**src/rtl/seg_pkg.sv**
```systemverilog
// rtl/seg_pkg.sv - segment bit masks and hex-to-segment pattern table
package seg_pkg;

    // Segment masks, active-high, bit6 = a .. bit0 = g.
    localparam logic [6:0] SEG_A    = 7'b100_0000;
    localparam logic [6:0] SEG_B    = 7'b010_0000;
    localparam logic [6:0] SEG_C    = 7'b001_0000;
    localparam logic [6:0] SEG_D    = 7'b000_1000;
    localparam logic [6:0] SEG_E    = 7'b000_0100;
    localparam logic [6:0] SEG_F    = 7'b000_0010;
    localparam logic [6:0] SEG_G    = 7'b000_0001;
    localparam logic [6:0] SEG_NONE = 7'b000_0000;

    // Hex digit glyphs 0-F (lower-case b and d so they differ from 8 and 0).
    localparam logic [6:0] HEX_SEG [16] = '{
        SEG_A | SEG_B | SEG_C | SEG_D | SEG_E | SEG_F,          // 0
        SEG_B | SEG_C,                                          // 1
        SEG_A | SEG_B | SEG_D | SEG_E | SEG_G,                  // 2
        SEG_A | SEG_B | SEG_C | SEG_D | SEG_G,                  // 3
        SEG_B | SEG_C | SEG_F | SEG_G,                          // 4
        SEG_A | SEG_C | SEG_D | SEG_F | SEG_G,                  // 5
        SEG_A | SEG_C | SEG_D | SEG_E | SEG_F | SEG_G,          // 6
        SEG_A | SEG_B | SEG_C,                                  // 7
        SEG_A | SEG_B | SEG_C | SEG_D | SEG_E | SEG_F | SEG_G,  // 8
        SEG_A | SEG_B | SEG_C | SEG_D | SEG_F | SEG_G,          // 9
        SEG_A | SEG_B | SEG_C | SEG_E | SEG_F | SEG_G,          // A
        SEG_C | SEG_D | SEG_E | SEG_F | SEG_G,                  // b
        SEG_A | SEG_D | SEG_E | SEG_F,                          // C
        SEG_B | SEG_C | SEG_D | SEG_E | SEG_G,                  // d
        SEG_A | SEG_D | SEG_E | SEG_F | SEG_G,                  // E
        SEG_A | SEG_E | SEG_F | SEG_G                           // F
    };

endpackage

```
**src/rtl/seg_hex_decode.sv**
```systemverilog
// rtl/seg_hex_decode.sv - combinational hex nibble to 7-segment decode
//   hex : 4-bit digit value
//   seg : active-high segments, bit6 = a .. bit0 = g
module seg_hex_decode (
    input  logic [3:0] hex,
    output logic [6:0] seg
);
    import seg_pkg::*;

    assign seg = HEX_SEG[hex];

endmodule

```
**src/rtl/seg_scan_pwm.sv**
```systemverilog
// rtl/seg_scan_pwm.sv - multiplexed 7-segment scanner with PWM dimming
//   clk, rst          : clock, asynchronous active-high reset
//   digits            : hex nibbles, digit i at [4i+3:4i]
//   dp_in, blank      : per-digit decimal point and force-off
//   lz_en             : leading-zero suppression enable
//   brightness        : duty level, all-ones = always lit, 0 = dark
//   seg, dp, an       : registered segment, decimal point and digit enables
//   frame_tick        : one-cycle pulse after each snapshot capture
module seg_scan_pwm #(
    parameter int NUM_DIG    = 8,
    parameter int SLOT_LOG2  = 17,
    parameter int PWM_BITS   = 4,
    parameter bit ACTIVE_LOW = 1'b1
) (
    input  logic                   clk,
    input  logic                   rst,
    input  logic [4*NUM_DIG-1:0]   digits,
    input  logic [NUM_DIG-1:0]     dp_in,
    input  logic [NUM_DIG-1:0]     blank,
    input  logic                   lz_en,
    input  logic [PWM_BITS-1:0]    brightness,
    output logic [6:0]             seg,
    output logic                   dp,
    output logic [NUM_DIG-1:0]     an,
    output logic                   frame_tick
);
    import seg_pkg::*;

    localparam int                IDX_W    = $clog2(NUM_DIG);
    localparam logic [IDX_W-1:0]  LAST_IDX = IDX_W'(NUM_DIG - 1);

    logic [SLOT_LOG2-1:0]  prescaler;
    logic [IDX_W-1:0]      idx;
    logic [4*NUM_DIG-1:0]  snap_digits;
    logic [NUM_DIG-1:0]    snap_dp;
    logic [NUM_DIG-1:0]    snap_blank;
    logic                  snap_lz;
    // Cleared by reset so the frame before the first capture stays dark.
    logic                  snap_valid;

    logic                  slot_end;
    logic                  capture;
    logic [PWM_BITS-1:0]   phase;
    logic                  lit;
    logic                  suppressed;
    logic                  show;
    logic [3:0]            cur_digit;
    logic                  cur_dp;
    logic                  cur_blank;
    logic                  cur_zero_run;
    logic                  zero_run;
    logic [6:0]            hex_seg;
    logic [NUM_DIG-1:0]    an_on;

    assign slot_end = &prescaler;
    assign capture  = slot_end && (idx == LAST_IDX);

    always_ff @(posedge clk or posedge rst) begin
        if (rst) begin
            prescaler   <= '0;
            idx         <= '0;
            snap_digits <= '0;
            snap_dp     <= '0;
            snap_blank  <= '0;
            snap_lz     <= 1'b0;
            snap_valid  <= 1'b0;
            frame_tick  <= 1'b0;
        end else begin
            prescaler  <= prescaler + 1'b1;
            frame_tick <= capture;
            if (slot_end) begin
                // Explicit wrap so non-power-of-two digit counts skip unused indices.
                idx <= capture ? '0 : idx + 1'b1;
            end
            if (capture) begin
                snap_digits <= digits;
                snap_dp     <= dp_in;
                snap_blank  <= blank;
                snap_lz     <= lz_en;
                snap_valid  <= 1'b1;
            end
        end
    end

    // Select the current digit and note whether it and all higher digits are zero.
    always_comb begin
        cur_digit    = 4'h0;
        cur_dp       = 1'b0;
        cur_blank    = 1'b0;
        cur_zero_run = 1'b0;
        zero_run     = 1'b1;
        for (int i = NUM_DIG - 1; i >= 0; i--) begin
            zero_run = zero_run && (snap_digits[4*i +: 4] == 4'h0);
            if (idx == IDX_W'(i)) begin
                cur_digit    = snap_digits[4*i +: 4];
                cur_dp       = snap_dp[i];
                cur_blank    = snap_blank[i];
                cur_zero_run = zero_run;
            end
        end
    end

    assign phase      = prescaler[SLOT_LOG2-1 -: PWM_BITS];
    assign lit        = (phase < brightness) || (&brightness);
    assign suppressed = snap_lz && (idx != '0) && cur_zero_run;
    assign show       = snap_valid && lit && !suppressed && !cur_blank;
    assign an_on      = show ? (NUM_DIG'(1) << idx) : '0;

    seg_hex_decode u_decode (
        .hex (cur_digit),
        .seg (hex_seg)
    );

    // Polarity is applied only here, at the output registers.
    always_ff @(posedge clk or posedge rst) begin
        if (rst) begin
            an  <= {NUM_DIG{ACTIVE_LOW}};
            seg <= {7{ACTIVE_LOW}};
            dp  <= ACTIVE_LOW;
        end else begin
            an  <= an_on ^ {NUM_DIG{ACTIVE_LOW}};
            seg <= (show ? hex_seg : SEG_NONE) ^ {7{ACTIVE_LOW}};
            dp  <= (show && cur_dp) ^ ACTIVE_LOW;
        end
    end

endmodule
```
**config.mk**
```make
export PLATFORM = sky130hd
export DESIGN_NAME = seg_scan_pwm
export DESIGN_NICKNAME = d
export VERILOG_FILES = /design/src/rtl/seg_pkg.sv /design/src/rtl/seg_hex_decode.sv /design/src/rtl/seg_scan_pwm.sv
export SDC_FILE = /design/constraint.sdc
export NUM_CORES = 1
export LEC_CHECK = 0
export CAP_MARGIN = 20
export CORE_MARGIN = 10
export CORE_UTILIZATION = 54
export DETAILED_ROUTE_END_ITERATION = 8
export PLACE_DENSITY = 0.8
export SYNTH_ARGS = -nofsm -noshare
export SYNTH_HDL_FRONTEND = slang
export SYNTH_SLANG_ARGS = --single-unit
export TNS_END_PERCENT = 5
```
**constraint.sdc**
```tcl
create_clock -name clk -period 3.35 [get_ports clk]
set_input_delay 0.5025 -clock clk [delete_from_list [all_inputs] [get_ports clk]]
set_output_delay 0.5025 -clock clk [all_outputs]
set_load 0.005 [all_outputs]
```
# ---- Word-level counts from Yosys, hierarchy flattened
# Memory sizes are Yosys's and may differ from the RTL's.
# Cells that the tools add are included.
dict set report classes {
  eq_ne 7
  n_shift 1
  n_lt_le_gt_ge 2
  add_sub_neg 2
  n_reduce_logical 29
  bitwise 4
  n_mux 37
}
# operator count
set op_table {}
lappend op_table {{zero test 4 bit} 8}
lappend op_table {{2-to-1 mux 4 bit} 8}
lappend op_table {{2-to-1 mux 1 bit} 24}
lappend op_table {{2-to-1 mux 7 bit} 3}
lappend op_table {{adder 17 x 1 -> 17 bit (second input constant)} 1}
lappend op_table {{AND reduction 17 bit} 1}
lappend op_table {{logical AND 1 bit} 14}
lappend op_table {{equality test 3 bit (second input constant)} 4}
lappend op_table {{2-to-1 mux 8 bit} 1}
lappend op_table {{NOT 8 bit} 1}
lappend op_table {{<< shifter 1 x 3 -> 8 bit (first input constant)} 1}
lappend op_table {{NOT 7 bit} 1}
lappend op_table {{equality test 3 x 2 -> 1 bit (second input constant)} 2}
lappend op_table {{greater-or-equal comparator 5 bit (second input constant)} 1}
lappend op_table {{NOT 4 -> 5 bit} 1}
lappend op_table {{less-than comparator 4 bit} 1}
lappend op_table {{AND reduction 4 bit} 1}
lappend op_table {{adder 3 x 1 -> 3 bit (second input constant)} 1}
lappend op_table {{equality test 3 x 1 -> 1 bit (second input constant)} 1}
lappend op_table {{zero test 3 bit} 1}
lappend op_table {{2-to-1 mux 3 bit} 1}
lappend op_table {{nonzero test 3 bit} 1}
lappend op_table {{zero test 1 bit} 2}
lappend op_table {{logical OR 1 bit} 1}
lappend op_table {{NOT 1 bit} 1}
dict set report totals {
  regBits 87
  out_inout_bits 17
  mem_count 1
  rom_bits 112
  inputBits 55
}
# memory words width read_ports rd_ports_with_merged_regs write_ports line_no
set mem_list {}
lappend mem_list {{(no name shown)} 16 7 1 0 0 seg_hex_decode.sv:10} ;# assign seg = HEX_SEG[hex];

# ---- Longest topological paths before layout
dict set report depth {
  word_depth 15
  ltp_mapped 14
  mapped_depth_nobuf 11
}

# ---- Modules after synthesis
# From an unflattened synthesis, not the netlist that was laid out.
dict set report unflattened {
  cells_unflattened 379
  hier_area_um2 4444.3
}
# module cells_each instances area_each_um2
set by_module_without_submodules {}
lappend by_module_without_submodules {seg_scan_pwm 346 1 4154.0}
lappend by_module_without_submodules {seg_hex_decode 33 1 290.3}

# ---- Worst setup path before layout
# Ideal clock, no wire load.
dict set report synth_path {
  kind {register -> register}
  startpoint {register idx[2]}
  endpoint {register seg[3]}
  required_ps 3286
  synth_period_minus_slack_ps 2863
  slack_ps 487
  t_arrival_ps 2799
  stages_incl_launch_ff 15
  path_buffers 3
  setup_time_ps 64
  cell_sequence {dfrtp_1 -> buf_4 -> buf_4 -> inv_2 -> ha_1 -> clkbuf_1 -> inv_1 -> o2111a_1 -> o32a_1 -> nor2_2 -> inv_1 -> ha_1 -> mux2i_1 -> mux2_2 -> nand3_1}
}
dict set report synth_between {
  elab_chain_cells 15
}
# item line_no
set synth_rtl {}
lappend synth_rtl {{start: declaration} seg_scan_pwm.sv:33} ;# logic [IDX_W-1:0] idx;
lappend synth_rtl {{start signal: assignment} seg_scan_pwm.sv:73} ;# idx <= capture ? '0 : idx + 1'b1;
lappend synth_rtl {{equality test 3 bit} seg_scan_pwm.sv:94} ;# if (idx == IDX_W'(i)) begin
lappend synth_rtl {{2-to-1 mux 4 bit or 2-to-1 mux 1 bit (tied branches) (8 in series)} seg_scan_pwm.sv:94}
lappend synth_rtl {{NOT 4 -> 5 bit (implied by the code) or logical AND 1 bit (tied branches)} {seg_hex_decode.sv:10, seg_scan_pwm.sv:105}}
lappend synth_rtl {{memory (16 x 7 bit) or zero test 1 bit (tied branches)} n/a}
lappend synth_rtl {{2-to-1 mux 7 bit (implied by the code) or logical AND 1 bit (tied branches) (2 in series)} {seg_hex_decode.sv:10, seg_scan_pwm.sv:106}}
lappend synth_rtl {{2-to-1 mux 7 bit *} seg_scan_pwm.sv:122} ;# seg <= (show ? hex_seg : SEG_NONE) ^ {7{ACTIVE_LOW}};
lappend synth_rtl {{NOT 7 bit (no line) *} n/a}
lappend synth_rtl {{end signal: assignment} seg_scan_pwm.sv:118} ;# seg <= {7{ACTIVE_LOW}};
lappend synth_rtl {{end signal: assignment} seg_scan_pwm.sv:122}
lappend synth_rtl {{end: declaration} seg_scan_pwm.sv:22} ;# output logic [6:0] seg,
# Mark *: on every way between the ends. The rest lies on a longest branch, timed or not. The select of a mux whose other input is x is not followed.
# A chain may end at the register's enable or synchronous reset.

# ---- Worst setup path after layout
dict set report layout_path {
  startpoint {register idx[0]}
  endpoint {register seg[4]}
}
# The elaborated chain is that of the path after synthesis.

==> impl_results.md <==
- Port Buffers: between 70 and 80
- Clock buffer count from CTS: 9
- Power Total: around 2.1 mW
- Max Cap Viol: 0
- Ant. Diodes: 0
- DRC errors left: 0
- Fin Clk Skew: 12.0 ps
- Initial core utilization: 55.2%
- Post-CTS Hold Buffers: 0
- Post-synth EDFFs: 0
- Most used flip-flop cell after synthesis: dfrtp_1
- Crit path buffers/inverters: 2
- CTS Root Cell: clkbuf_8
- Worst EP arrival: between 3000 and 4000 ps
- Pwr per Cell Area: ~380 mW/mm^2
- Nets: approximately 540
- Slowest stage delay, CP: around 620 ps
- Post_cts resized: 0
- R2r worst-path depth: 10
- Hold Path Class: reg2reg
- Post-Syn Area: roughly 0.0045 mm^2
- Count of final setup violators: 0
- Max_slew headroom: about 52%
- CTS Buffer Depth: 2
- Antenna violations before repair: 0
- Final Cycle Share: approximately 90%
- Setup_tns: 0 ps
- Lkg Pwr: ~2.3 nW
- Drt pass-1 iters: 6
- Worst hold stages: 1
- Fin. max-slew vios: 0
- DR WL/cell: 18.5 um
- P_int: about 1.6 mW
- FF-to-FF Start: idx[0]
- Crit Path Class: reg2reg
- Yosys warning count: 0
- Clock Power Share: between 30% and 40%
- Outcome: finished clean
- Final Hold Viols: 0
- Post-Synthesis Cells: slightly below 400
- Post-Route WL: between 10 and 15 mm
- Yosys reg bits: 87
- R2R Setup Slk: ~300 ps
- Via density: just under 6
- Highest clock rate: 328 MHz
- CTS tree: done
- Crit path required time: approximately 3600 ps
- WP depth: 10
- Number of distinct library cells after synthesis: ~60
- Vias in the first global route: about 3,600
- Hold Crit Start: prescaler[0]
- Total number of vias: 3,324
- Clk sink count: between 80 and 90
- Post-DP HPWL: between 7 and 8 mm
- CP endpoint kind: flip-flop
- Syn_area_per_cell: between 10 and 15 um^2
- H-tree depth: 3
- CP Launch Type: flip-flop
- Sw power: between 0.4 and 0.5 mW
- ANT nets after route: 0
- Grt ovf: 0
- Comb power frac: 7.7%
- Ports: 72
- Initial DRC Count: roughly 230
- Worst Tran Pin Value: around 710 ps
- Critical Path, Cell by Cell: inv_1 > ha_1 > and3_1 > a31oi_1 > a211oi_1 > o22a_1 > inv_1 > ha_1 > or3_1 > nand4_1
- Synth Net Count: between 400 and 500
- Layout cells sized above 1: 22.8%
- Worst-Skew Late Latency: between 300 and 400 ps
- Hold EP: prescaler[0]
- CTS clk-pin slew, worst paths: roughly 100 ps
- Worst VDD drop: between 200 and 300 uV
- GRT Util Overall: 17.3%
- Tmin final: just over 3000 ps
- Largest net degree at the start of global routing: 37
- RSZ-0062 raised after global routing: no
- Die Wd: ~110 um
- Global-route wire length before repair: 17.9 mm
- Critical-path top delay cell: ha_1
- Sw frac: roughly a quarter
- FFs w/ async S/R, synth: between 90% and 100%
- Row Count: 33
- Seq pwr share: 52.6%
- Worst-path fanout max: 20
- Post-CTS setup buffers: 0
- Core Region: approximately 0.0082 mm^2
- Area Overhead vs Synth: 22.7%
- CP delay by family, top: adder cells
- Chip Height: roughly 110 um
- Sequential share of the synthesized area: ~49%
- R2R Path End: seg[4]
- Gp weighted congestion: 0.949
- Die footprint: between 0.01 and 0.015 mm^2
==> synth_stat cells (2+ instances only) <==
cell | n | area, um^2
a211oi_1 | 5 | 37.5
a211oi_2 | 2 | 25.0
a21o_1 | 3 | 22.5
a21oi_1 | 12 | 60.1
a221oi_2 | 2 | 30.0
a31oi_1 | 2 | 12.5
and2_1 | 2 | 12.5
and3_1 | 4 | 25.0
buf_2 | 7 | 35.0
buf_4 | 5 | 37.5
buf_6 | 3 | 33.8
clkbuf_1 | 5 | 18.8
dfrtp_1 | 71 | 1780
dfstp_2 | 16 | 420
ha_1 | 17 | 213
inv_1 | 15 | 56.3
mux2_2 | 49 | 552
mux2i_1 | 7 | 70.1
nand2_1 | 26 | 97.6
nand2b_1 | 9 | 56.3
nand3_1 | 19 | 95.1
nand3b_1 | 5 | 37.5
nand4_1 | 11 | 68.8
nor2_1 | 20 | 75.1
nor2b_1 | 7 | 43.8
nor3_1 | 3 | 15.0
nor3b_1 | 4 | 30.0
nor4_1 | 8 | 50.1
o21ai_0 | 8 | 40.0
o221ai_1 | 3 | 26.3
o22a_1 | 3 | 26.3
or3_1 | 2 | 12.5
xnor2_1 | 10 | 87.6
xor2_1 | 5 | 43.8
==> placed cells by master, fill, tap and decap left out, types with 3 or more instances in the layout <==
cell type        netlist  layout
dfrtp_1               71      71
clkdlybuf4s50_1        0      71
mux2_2                49      49
nand2_1               26      25
nor2_1                20      20
nand3_1               19      19
ha_1                  17      17
dfstp_2               16      16
inv_1                 15      14
a21oi_1               12      12
nand4_1               11      11
xnor2_1               10      10
nand2b_1               9       9
clkbuf_8               0       9
nor4_1                 8       8
o21ai_0                8       8
buf_4                  5       8
nor2b_1                7       7
mux2i_1                7       7
xor2_1                 5       5
a211oi_1               5       5
nand3b_1               5       5
and3_1                 4       4
nor3b_1                4       4
o221ai_1               3       3
o22a_1                 3       3
a21o_1                 3       3
nor3_1                 3       3
inv_6                  0       3
==> power groups by stage <==
stage	Clock [mW]	Combinational (mW)	Sequential [mW]
detailed placement	0	0.164	1.12
global placement	0	0.159	1.12
floorplan	0	0.0809	1.11
global route	0.885	0.180	1.11
CTS	0.846	0.166	1.10
finish	0.835	0.163	1.11
==> per-layer routing <==
layer	vias to the layer above	GRT usage, %	wire (um)
met2	117	28.8	5160
li1	1556	-	-
met4	0	6.51	237
met5	-	0	0
met1	1629	21.2	4590
met3	22	4.56	632
==> kinds of logic (layout without fill, tap and decap cells) <==
group,after synthesis,count (layout),synth area share (%)
AOI/OAI and AO/OA,58,58,11.1
xor gates and xnor gates,15,15,2.91
and+or+nand+nor,125,125,14.6
adders and majority gates,17,17,4.72
muxes,56,56,13.8
buffers and inverters,37,112,4.19
DFF,87,87,48.7
==> through the flow <==
step / hold slack [ps] / cells / instance area (um^2) / worst slack (ps) / utilization, %
3_3_place_gp: 434 / 559 / 5310 / 491 / 64.9
5_1_grt: 494 / 575 / 5530 / 96.7 / 67.7
2_1_floorplan: 422 / 395 / 4510 / 487 / -
4_1_cts: 462 / 575 / 5530 / 359 / 67.7
6_report: 454 / 575 / 5530 / 302 / 67.7
3_5_place_dp: 447 / 559 / 5310 / 397 / 64.9
==> state kept, by name, summed over array words and instances, names as in the netlist <==
name         cells
snap_digits     32
prescaler       17
an               8
snap_blank       8
snap_dp          8
seg              7
idx              3
dp               1
frame_tick       1
snap_lz          1
snap_valid       1
==> how the worst max path moves through the flow <==
stage	from	to	slack, ps
floorplan	idx[2]	seg[3]	490
global placement	idx[0]	seg[4]	490
detailed placement	idx[0]	seg[4]	400
CTS	idx[0]	seg[4]	360
global route	idx[0]	seg[4]	100
finish	idx[0]	seg[4]	300
==> final cells by class <==
type / count / area (um^2)
Multi-Input combinational cell: 271 / 2130
Clock inverter: 7 / 103
Inverter: 16 / 61.3
Fill cell: 654 / 2640
Timing Repair Buffer: 80 / 791
Tap cell: 105 / 131
Clock buffer: 9 / 124
Sequential cell: 87 / 2200
No activity file was read; power rests on OpenSTA's default activity.
